**config.mk**
```make
export PLATFORM = sky130hd
export DESIGN_NAME = dma_start_arbiter
export DESIGN_NICKNAME = d
export VERILOG_FILES = /design/src/rtl/dma_start_arbiter.sv
export SDC_FILE = /design/constraint.sdc
export NUM_CORES = 1
export LEC_CHECK = 0
export BUFFER_PORTS_ARGS = -buffer_cell sky130_fd_sc_hd__buf_2
export CORE_MARGIN = 10
export CORE_UTILIZATION = 45
export DETAILED_ROUTE_END_ITERATION = 6
export PLACE_DENSITY = 0.64
export SLEW_MARGIN = 10
export SYNTH_ARGS = -nofsm -noshare
export SYNTH_HDL_FRONTEND = slang
export SYNTH_SLANG_ARGS = --single-unit
```
**constraint.sdc**
```tcl
create_clock -name clk -period 1.95 [get_ports clk]
set_input_delay 0 -clock clk [delete_from_list [all_inputs] [get_ports clk]]
set_output_delay 0 -clock clk [all_outputs]
set_load 0.05 [all_outputs]
```
**src/rtl/dma_start_arbiter.sv**
```systemverilog
// dma_start_arbiter: synchronises NCH start requests, latches rising edges and grants one channel at a time round-robin until done or timeout
module dma_start_arbiter #(
  parameter int NCH = 4,
  parameter int SYNC = 2,
  parameter int TO_W = 8,
  parameter int TO_MAX = 200,
  localparam int CW = $clog2(NCH)
) (
  input  logic           clk,
  input  logic           reset,
  input  logic [NCH-1:0] sta_rt,
  input  logic [NCH-1:0] enable,
  input  logic           done,
  output logic           start,
  output logic [CW-1:0]  ch_sel,
  output logic           busy,
  output logic [NCH-1:0] pending,
  output logic           timeout
);
  localparam int SW = SYNC * NCH;
  typedef enum logic [1:0] {IDLE, ISSUE, WAIT} state_t;
  state_t state_q, state_d;
  logic [SW-1:0] sync_q, sync_d;
  logic [NCH-1:0] prev_q, prev_d, pend_q, pend_d, req, rise, clr;
  logic [CW-1:0] sel_q, sel_d, last_q, last_d, pick;
  logic [TO_W-1:0] cnt_q, cnt_d;
  logic to_q, to_d, found;
  int idx;
  always_comb begin
    sync_d = SW'({sync_q, sta_rt});
    prev_d = sync_q[SW-1 -: NCH];
    rise = prev_d & ~prev_q & enable;
    req = pend_q & enable;
    pick = '0;
    found = 1'b0;
    idx = 0;
    for (int j = 1; j <= NCH; j++) begin
      idx = (int'(last_q) + j) % NCH;
      if (!found && req[CW'(idx)]) begin
        pick = CW'(idx);
        found = 1'b1;
      end
    end
    state_d = state_q;
    sel_d = sel_q;
    last_d = last_q;
    cnt_d = cnt_q;
    to_d = 1'b0;
    clr = '0;
    case (state_q)
      IDLE: if (found) begin
        state_d = ISSUE;
        sel_d = pick;
        last_d = pick;
        clr[pick] = 1'b1;
      end
      ISSUE: begin
        state_d = WAIT;
        cnt_d = '0;
      end
      WAIT: begin
        cnt_d = cnt_q + 1'b1;
        if (done) state_d = IDLE;
        else if (cnt_q == TO_W'(TO_MAX - 1)) begin
          state_d = IDLE;
          to_d = 1'b1;
        end
      end
      default: state_d = IDLE;
    endcase
    // a new edge on the channel being granted survives the clear
    pend_d = (pend_q & enable & ~clr) | rise;
  end
  always_ff @(posedge clk) begin
    if (reset) begin
      state_q <= IDLE;
      sync_q <= '0;
      prev_q <= '0;
      pend_q <= '0;
      sel_q <= '0;
      last_q <= CW'(NCH - 1);
      cnt_q <= '0;
      to_q <= 1'b0;
    end else begin
      state_q <= state_d;
      sync_q <= sync_d;
      prev_q <= prev_d;
      pend_q <= pend_d;
      sel_q <= sel_d;
      last_q <= last_d;
      cnt_q <= cnt_d;
      to_q <= to_d;
    end
  end
  assign start = state_q == ISSUE;
  assign busy = state_q != IDLE;
  assign ch_sel = sel_q;
  assign pending = pend_q;
  assign timeout = to_q;
endmodule

```
==> flow_summary.ini <==
[status]
status = finished clean

[worst_hold_path]
hp-class = primary input to register
min-delay-start = reset
hold_depth = 2
hold_end = sync_q[1]

[grt]
grt_pass1_wl_um = 4280
grt_overflow_total = 0
grt_max_degree = 21
grt_pass1_vias = 979
antenna_found_initial = 0
grt_usage = 0.100

[synth]
synth.distinct_cells = 40
syn-num-nets = 154
synth_area_um2 = 1290
synthAdderAreaFrac = 0.0387
syn_inst = 139
synth_compound_gate_area_share = 0.160
synth_top_family_by_area = simple AND/OR/NAND/NOR gates
synth-seq-cells = 31
syn_avg_cell_area_um2 = 9.30
muxShareOfSynthArea = 0.0155
ys_seq_area_frac = 0.480
ys_warn_count = 0
synth_xor_area_frac = 0.0339
synth_simple_gate_area_share = 0.239

[floorplanning]
die_w_um = 73.6
ioPinCount = 20
start_util = 0.469
fp.coreArea_um2 = 2760
rows = 19
fp.dieH_um = 73.6
die-area_um2 = 5420

[drt]
dr.pass1.iters = 4
wl_um = 2510
dr.first_iter.drc_count = 72
viasPerCell = 5.32
postRouteAntennaNets = 0
num_vias = 1074
wl_per_cell_um = 12.4
drt_drc_violations_left = 0

[sta]
fin_crit_ps = 1730
timing.final.ws_setup_ps = 222
slew_headroom = 0.750
period_share = 0.886
finalSetupViolCount = 0
hold_ws_ps = 73.8
drv_slew = 0
rsz0062_at_grt = no
tns_ps = 0
fmax_mhz = 579
worst_pin_slew_ps = 375
skew_ps = 12.8
hold_violations = 0

[critical_path]
critPathCaptureType = register
cp.required_ps = 2200
cp_data_arrival_time_ps = 1980
critPathMaxFanout = 7
r2r-end = cnt_q[7]
worstSetupStartpointType = register
reg2reg_slack_ps = 220
path_class = register to register
crit-reg2reg-launch = state_q[0]
rr_worst_depth = 5

[place]
io_buffer_count = 19
hpwl_um = 1850
place_ws_ps = 262
gp_congestion = 0.868
dpl.cell_count = 187

[cells_and_area]
fill_cells = 273
drive_gt1_frac = 0.170
final_net_count = 187
fin_cells = 202
diodes = 0
synthToLayoutAreaGrowth_pct = 20.1

[power]
total_power_mw = 1.12
peakVddDrop_mv = 0.581
leakagePower_nw = 0.657
p_per_area_nw_per_um2 = 719

[clocking]
clkTransAtPathRegs_ps = 100
cts.sinks = 31
clock_path_buffers = 2
cts_setup_buffers = 0
tritoncts = done
clock-root-buffer = clkbuf_4
htreeDepth = 2
worstSkewPairLatency_ps = 330
numCtsBuffers = 5

[job]
maxCapViolations = 0
## final cells by class
type	instances	area (µm²)	share of cell area
Clock buffer	6	41.3	0.0266
Sequential cell	31	621	0.400
Tap cell	31	38.8	0.0250
Multi-Input combinational cell	97	629	0.405
Inverter	8	30.0	0.0193
Timing Repair Buffer	29	193	0.124
## sequential cells by signal (all words and copies together), names as in the netlist
register  cells
state_q       2
pending       4
cnt_q         8
ch_sel        2
timeout       1
last_q        2
sync_q        8
prev_q        4
## kinds of logic after synthesis
group                    count (synthesis)
AO/OA/AOI/OAI                           29
XOR/XNOR                                 5
adder cells (fa/ha/maj)                  4
buffers and inverters                   11
flip-flops                              31
multiplexers                             2
AND/OR/NAND/NOR                         57
## placed cells by master (no fill, tap or decap), types with 4 or more instances in the layout
cell / count
nor2_1: 15
dfxtp_1: 31
clkbuf_4: 5
a21oi_1: 6
ha_1: 4
buf_2: 19
nor2b_1: 15
inv_1: 8
nand2_1: 8
xor2_1: 4
dlygate4sd3_1: 9
o21ai_0: 4
## through the flow
stage / utilization / instance area, µm²
6_report: 0.563 / 1550
5_1_grt: 0.563 / 1550
4_1_cts: 0.563 / 1550
3_5_place_dp: 0.515 / 1420
3_3_place_gp: 0.515 / 1420
2_1_floorplan: - / 1290
## how the worst max path moves through the flow
stage                           from    endpoint  slack, ps  cells past startpoint
final                     state_q[0]    cnt_q[7]        220                      5
after global routing      state_q[1]    cnt_q[7]         80                      5
after CTS                 state_q[0]    cnt_q[7]        230                      5
after detailed placement  state_q[1]    cnt_q[7]        260                      5
after global placement    state_q[0]    cnt_q[5]        360                      5
after floorplan           pending[3]  pending[3]        150                      5
## repair_timing
action,4_1_cts,5_1_grt
hold buffers,9,0
gates resized for setup,0,0
endpoints found under the hold margin,9,0
## worst max-delay path: stages, from the launching register on
cell,delay [ps]
dfxtp_1,370
inv_1,70
ha_1,410
nand4_1,240
or3_1,400
a21oi_1,150
## cell usage after synthesis, drive strengths merged
master,instances,share of area
a211oi,2,0.012
o21a,1,0.0068
nor3,3,0.012
and3,1,0.0048
inv,8,0.023
o21ai,5,0.019
and4,1,0.0077
nand2b,1,0.0048
nor2,15,0.044
mux2i,2,0.015
xnor2,1,0.0068
nand4b,1,0.0068
buf,1,0.0039
a41oi,1,0.0068
a21oi,6,0.023
a21boi,1,0.0058
dfxtp,31,0.48
nand4,3,0.015
a31oi,2,0.0097
nand2,8,0.023
o31ai,2,0.012
or3,2,0.0097
xor2,4,0.027
a211o,1,0.0068
o211ai,1,0.0058
nand3,3,0.012
and4b,1,0.0077
o211a,1,0.0077
a22oi,1,0.0058
nand3b,1,0.0058
nor2b,15,0.073
a221oi,1,0.0068
a2111oi,1,0.012
o2bb2ai,1,0.0068
a22o,2,0.014
and3b,1,0.0077
ha,4,0.039
clkbuf,2,0.0058
nor4b,1,0.0068
## where the power goes
group	switching, mW	internal, mW	leakage, nW
Sequential	0.0108	0.652	0.252
Combinational	0.0742	0.0539	0.380
Clock	0.197	0.128	0.0242
## per-layer routing
metal / up-vias / GRT usage / routed length [µm]
li1: 552 / - / -
met4: 0 / 0.0518 / 45
met2: 25 / 0.149 / 1160
met5: - / 0 / 0
met1: 491 / 0.116 / 1130
met3: 6 / 0.0498 / 183
Power figures use the tool's default switching activity.
